$ cat src/rtl/debounce_pkg.sv
// Shared types and helpers for the multi-channel debouncer.
// Optional feature macro: DEBOUNCE_EDGE_PULSE_EN (edge pulse registers).
package debounce_pkg;

  typedef enum logic {
    STABLE  = 1'b0,
    PENDING = 1'b1
  } ch_state_t;

  // Counter must be able to represent 0..clks inclusive.
  function automatic int cnt_width(input int clks);
    return (clks < 1) ? 1 : $clog2(clks + 1);
  endfunction

endpackage

$ cat src/rtl/debounce_ch.sv
// One debounce channel: synchronizer, stability counter, two-state FSM, edge pulses.
// Edge pulse registers exist only when DEBOUNCE_EDGE_PULSE_EN is defined.
module debounce_ch
  import debounce_pkg::*;
#(
  parameter int DEBOUNCE_CLKS = 10_000,
  parameter int SYNC_STAGES   = 2,
  parameter bit RESET_VALUE   = 1'b0
) (
  input  logic clk,
  input  logic rst,
  input  logic async_in,
  output logic debounce_out,
  output logic rise_pulse,
  output logic fall_pulse,
  output logic busy
);

  localparam int CW = cnt_width(DEBOUNCE_CLKS);
  // The toggle happens on the edge where the count would reach DEBOUNCE_CLKS,
  // so the register itself never holds more than DEBOUNCE_CLKS-1.
  localparam logic [CW-1:0] LAST_CNT = CW'(DEBOUNCE_CLKS - 1);

  logic [SYNC_STAGES-1:0] sync_reg;
  logic                   sync;
  ch_state_t              state_reg, state_next;
  logic [CW-1:0]          cnt_reg, cnt_next;
  logic                   out_reg, out_next;
  logic                   toggle;

  always_ff @(posedge clk) begin
    if (rst) begin
      sync_reg <= {SYNC_STAGES{RESET_VALUE}};
    end else begin
      sync_reg <= {sync_reg[SYNC_STAGES-2:0], async_in};
    end
  end

  assign sync = sync_reg[SYNC_STAGES-1];

  always_ff @(posedge clk) begin
    if (rst) begin
      state_reg <= STABLE;
      cnt_reg   <= '0;
      out_reg   <= RESET_VALUE;
    end else begin
      state_reg <= state_next;
      cnt_reg   <= cnt_next;
      out_reg   <= out_next;
    end
  end

  always_comb begin
    state_next = state_reg;
    cnt_next   = cnt_reg;
    toggle     = 1'b0;
    case (state_reg)
      STABLE: begin
        if (sync != out_reg) begin
          state_next = PENDING;
          cnt_next   = CW'(1);
        end
      end
      PENDING: begin
        if (sync == out_reg) begin
          // Runt: discard progress entirely.
          state_next = STABLE;
          cnt_next   = '0;
        end else if (cnt_reg == LAST_CNT) begin
          toggle     = 1'b1;
          state_next = STABLE;
          cnt_next   = '0;
        end else begin
          cnt_next = cnt_reg + CW'(1);
        end
      end
      default: begin
        state_next = STABLE;
        cnt_next   = '0;
      end
    endcase
    out_next = out_reg ^ toggle;
  end

  assign debounce_out = out_reg;
  assign busy         = (state_reg == PENDING);

`ifdef DEBOUNCE_EDGE_PULSE_EN
  logic rise_reg, fall_reg;

  always_ff @(posedge clk) begin
    if (rst) begin
      rise_reg <= 1'b0;
      fall_reg <= 1'b0;
    end else begin
      rise_reg <= toggle & ~out_reg;
      fall_reg <= toggle & out_reg;
    end
  end

  assign rise_pulse = rise_reg;
  assign fall_pulse = fall_reg;
`else
  assign rise_pulse = 1'b0;
  assign fall_pulse = 1'b0;
`endif

endmodule

$ cat src/rtl/debounce_multi.sv
// NUM_CH independent debounce channels sharing one clock and reset.
// Optional feature macro: DEBOUNCE_EDGE_PULSE_EN (rise/fall pulses).
module debounce_multi
  import debounce_pkg::*;
#(
  parameter int NUM_CH        = 4,
  parameter int DEBOUNCE_CLKS = 10_000,
  parameter int SYNC_STAGES   = 2,
  parameter bit RESET_VALUE   = 1'b0
) (
  input  logic              clk,
  input  logic              rst,
  input  logic [NUM_CH-1:0] async_in,
  output logic [NUM_CH-1:0] debounce_out,
  output logic [NUM_CH-1:0] rise_pulse,
  output logic [NUM_CH-1:0] fall_pulse,
  output logic [NUM_CH-1:0] busy
);

  generate
    for (genvar gi = 0; gi < NUM_CH; gi++) begin : g_ch
      debounce_ch #(
        .DEBOUNCE_CLKS(DEBOUNCE_CLKS),
        .SYNC_STAGES  (SYNC_STAGES),
        .RESET_VALUE  (RESET_VALUE)
      ) u_ch (
        .clk         (clk),
        .rst         (rst),
        .async_in    (async_in[gi]),
        .debounce_out(debounce_out[gi]),
        .rise_pulse  (rise_pulse[gi]),
        .fall_pulse  (fall_pulse[gi]),
        .busy        (busy[gi])
      );
    end
  endgenerate

endmodule

$ cat config.mk
export PLATFORM = sky130hd
export DESIGN_NAME = debounce_multi
export DESIGN_NICKNAME = d
export VERILOG_FILES = /design/src/rtl/debounce_pkg.sv /design/src/rtl/debounce_ch.sv /design/src/rtl/debounce_multi.sv
export SDC_FILE = /design/constraint.sdc
export NUM_CORES = 1
export LEC_CHECK = 0
export BUFFER_PORTS_ARGS = -buffer_cell sky130_fd_sc_hd__buf_2
export CORE_MARGIN = 8
export CORE_UTILIZATION = 50
export DETAILED_ROUTE_END_ITERATION = 12
export GPL_TIMING_DRIVEN = 0
export PLACE_DENSITY = 0.66
export SYNTH_ARGS = -nofsm -noshare
export SYNTH_HDL_FRONTEND = slang
export SYNTH_HIERARCHICAL = 1
export SYNTH_SLANG_ARGS = --single-unit
$ cat constraint.sdc
create_clock -name clk -period 2.3 [get_ports clk]
set_input_delay 0.69 -clock clk [delete_from_list [all_inputs] [get_ports clk]]
set_output_delay 0.69 -clock clk [all_outputs]
set_load 0.02 [all_outputs]
==> results.toml <==
[final_layout]
syn2layout_area_growth_pct = 10.9
postLayoutCoreUtil = 0.575
fin_nets = 497
largest_register_ffs = 56
num_antenna_cells = 0
layout-drive-gt1-share = 0.107

[worst_setup_path]
cp_max_fo = 10
regToRegSetupSlack_ps = 170
end_kind = "flop"
cp_cell_sequence = "or4b_1 > or4_1 > buf_6 > buf_8 > a32oi_1 > nor2_1"
reg2reg_depth = 6
critical_path.startpoint_type = "flop"
worst-setup-path-type = "flop to flop"
cp.required_ps = 2530
worst-path-buf-inv = 2
cp.depth = 6
endpoint = "g_ch[2].u_ch/cnt_reg[1]$_SDFFE_PP0P_"
crit_family = "simple AND/OR/NAND/NOR gates"
r2r_end = "g_ch[2].u_ch/cnt_reg[1]$_SDFFE_PP0P_"
r2r_start = "g_ch[2].u_ch/cnt_reg[7]$_SDFFE_PP0P_"
cp_slowest_stage_delay_ps = 560
cp-startpoint = "g_ch[2].u_ch/cnt_reg[7]$_SDFFE_PP0P_"
slowest_stage = "or4b_1"
cp.arrival_ps = 2350

[clock_tree]
post-cts-setup-buffers = 0
cts_sinks = 72
cts_resized = 0
cts_max_level = 3
cts_made_buffers = 9
clk_pin_slew_ps = 80
cts_hold_buf = 0
clk_latency_ps = 350
cts.path.max_buffers = 2
cts_root_buf = "clkbuf_8"
cts_tree = "done"

[die]
rows = 31
die_h_um = 103
start_util = 0.519
core-area_um2 = 7290
io_pins = 22
die_w_um = 103
die_area_um2 = 10600

[pwr]
sw_frac_of_total = 0.238
clkPwrFrac = 0.437
power_frac_comb = 0.041
max-vdd-ir-drop_mv = 0.434
switching_power_uw = 582
powerDensity_nw_per_um2 = 582
p_int_mw = 1.86
p_leak_nw = 1.37
seqPwrFrac = 0.521

[detailed_routing]
drtAntennaViolNets = 0
drtIter0Drc = 161
vias = 3361
drt-vias-per-instance = 5.73
firstDrtPassIters = 4
drt-wirelength-per-cell_um = 13.9
wirelength_um = 8130
post-route-drc-count = 0

[timing]
slew_violations = 0
hold_violations = 0
worst_pin_slew_ps = 641
slew_headroom = 0.569
hold-worst-slack_ps = 440
clock.fmax_mhz = 470
finalSetupTns_ps = 0
post-route-period-util = 0.924
rsz0062_at_grt = "no"
min_period_ps = 2130
setup_viol = 0
fin_worst_skew_ps = 7.50
worst_slack_ps = 174

[synth]
syn_area_per_cell_um2 = 8.30
seq_area_frac_synth = 0.381
synth.most_common_cell = "dfxtp_1"
synth_warnings = 6
synth_top_area_cell = "dfxtp_1"
synth_area_um2 = 3780
synth-edff-count = 0
synth_cell_types = 34
syn-instance-count = 456
synthTopCellsByCount = "dfxtp_1 (72), a31oi_1 (44), nand2_1 (32)"
synthArstFlopShare = 0
yosysTopAreaCellShare = 0.381
ys.flop_type = "dfxtp_1"
ys_seq_elements = 72
synth_area_leaders = "dfxtp_1 (38%), a31oi_1 (7.3%), nand3b_1 (4.0%), nand4_1 (3.3%), nor3_1 (3.2%)"

[global_routing]
grt_pass1_vias = 3009
grt_pass1_wl_um = 13900
grt_usage = 0.162
antenna_found_initial = 0
grt_max_degree = 14
grt-ovfl-total = 0

[placed_design]
place.gp.congestion = 0.822
io_buffers = 12
dp_hpwl_um = 5730
place_ws_ps = 88.2

[run_status]
status = "completed"

[hold_path]
min_path_type = "flop to flop"

[job]
maxCapViolCount = 0
==> layer usage <==
layer  wire [µm]  GRT usage  vias to the layer above
li1            -          -                     1733
met5           0          0                        -
met4          97     0.0556                        0
met1        4090      0.212                     1546
met2        3570      0.251                       74
met3         378     0.0432                        8
==> area by class of cell <==
cell class,count,area [µm²]
inverters,24,90.1
fillers,693,3100
multi-input cells,336,2060
clock inverters,5,62.6
well taps,99,124
flip-flops and latches,72,1440
clock buffers,11,151
repair buffers,12,60.1
plain buffers,28,210
==> cells in the final DEF (no fill, tap or decap), drive strengths merged, types with 12 or more instances in the layout <==
cell	count
inv	26
o21ai	12
nand3b	20
nand3	20
buf	32
nor2	24
dfxtp	72
nand4	20
and3	12
a31oi	44
xnor2	12
nor4	12
nand2	32
nor3	24
a21oi	12
clkbuf	19
==> power groups by stage <==
stage	Clock, mW	Sequential [mW]	Combinational [mW]
after CTS	1.10	1.27	0.100
after floorplan	0	1.30	0.0763
after global routing	1.16	1.28	0.112
final	1.07	1.27	0.101
after detailed placement	0	1.30	0.100
after global placement	0	1.30	0.0997
==> worst min path at each step <==
stage	startpoint	endpoint	slack, ps	depth (start not counted)
4_1_cts	g_ch[3].u_ch/sync_reg[0]$_SDFF_PP0_	g_ch[3].u_ch/sync_reg[1]$_SDFF_PP0_	450	1
3_3_place_gp	g_ch[3].u_ch/sync_reg[0]$_SDFF_PP0_	g_ch[3].u_ch/sync_reg[1]$_SDFF_PP0_	420	1
3_5_place_dp	g_ch[3].u_ch/sync_reg[0]$_SDFF_PP0_	g_ch[3].u_ch/sync_reg[1]$_SDFF_PP0_	430	1
2_1_floorplan	g_ch[0].u_ch/sync_reg[0]$_SDFF_PP0_	g_ch[0].u_ch/sync_reg[1]$_SDFF_PP0_	410	1
6_report	g_ch[3].u_ch/sync_reg[0]$_SDFF_PP0_	g_ch[3].u_ch/sync_reg[1]$_SDFF_PP0_	440	1
5_1_grt	g_ch[1].u_ch/sync_reg[0]$_SDFF_PP0_	g_ch[1].u_ch/sync_reg[1]$_SDFF_PP0_	470	1
==> per-stage QoR <==
step	instance area, µm²	cells	power, mW
after floorplan	3800	460	1.38
after global placement	3980	571	1.40
after detailed placement	3980	571	1.40
after CTS	4200	587	2.47
after global routing	4200	587	2.55
final	4200	587	2.44
==> cells by family (layout without fill, tap and decap cells) <==
family | after synthesis | after routing | synth area share
AO/OA/AOI/OAI | 92 | 92 | 0.152
XOR/XNOR | 20 | 20 | 0.0463
adder cells (fa/ha/maj) | 8 | 8 | 0.0265
buffers and inverters | 52 | 80 | 0.0794
flip-flops | 72 | 72 | 0.381
other | 4 | 8 | 0.00397
AND/OR/NAND/NOR | 208 | 208 | 0.311
Note: power is estimated with default switching activity, not from simulation.
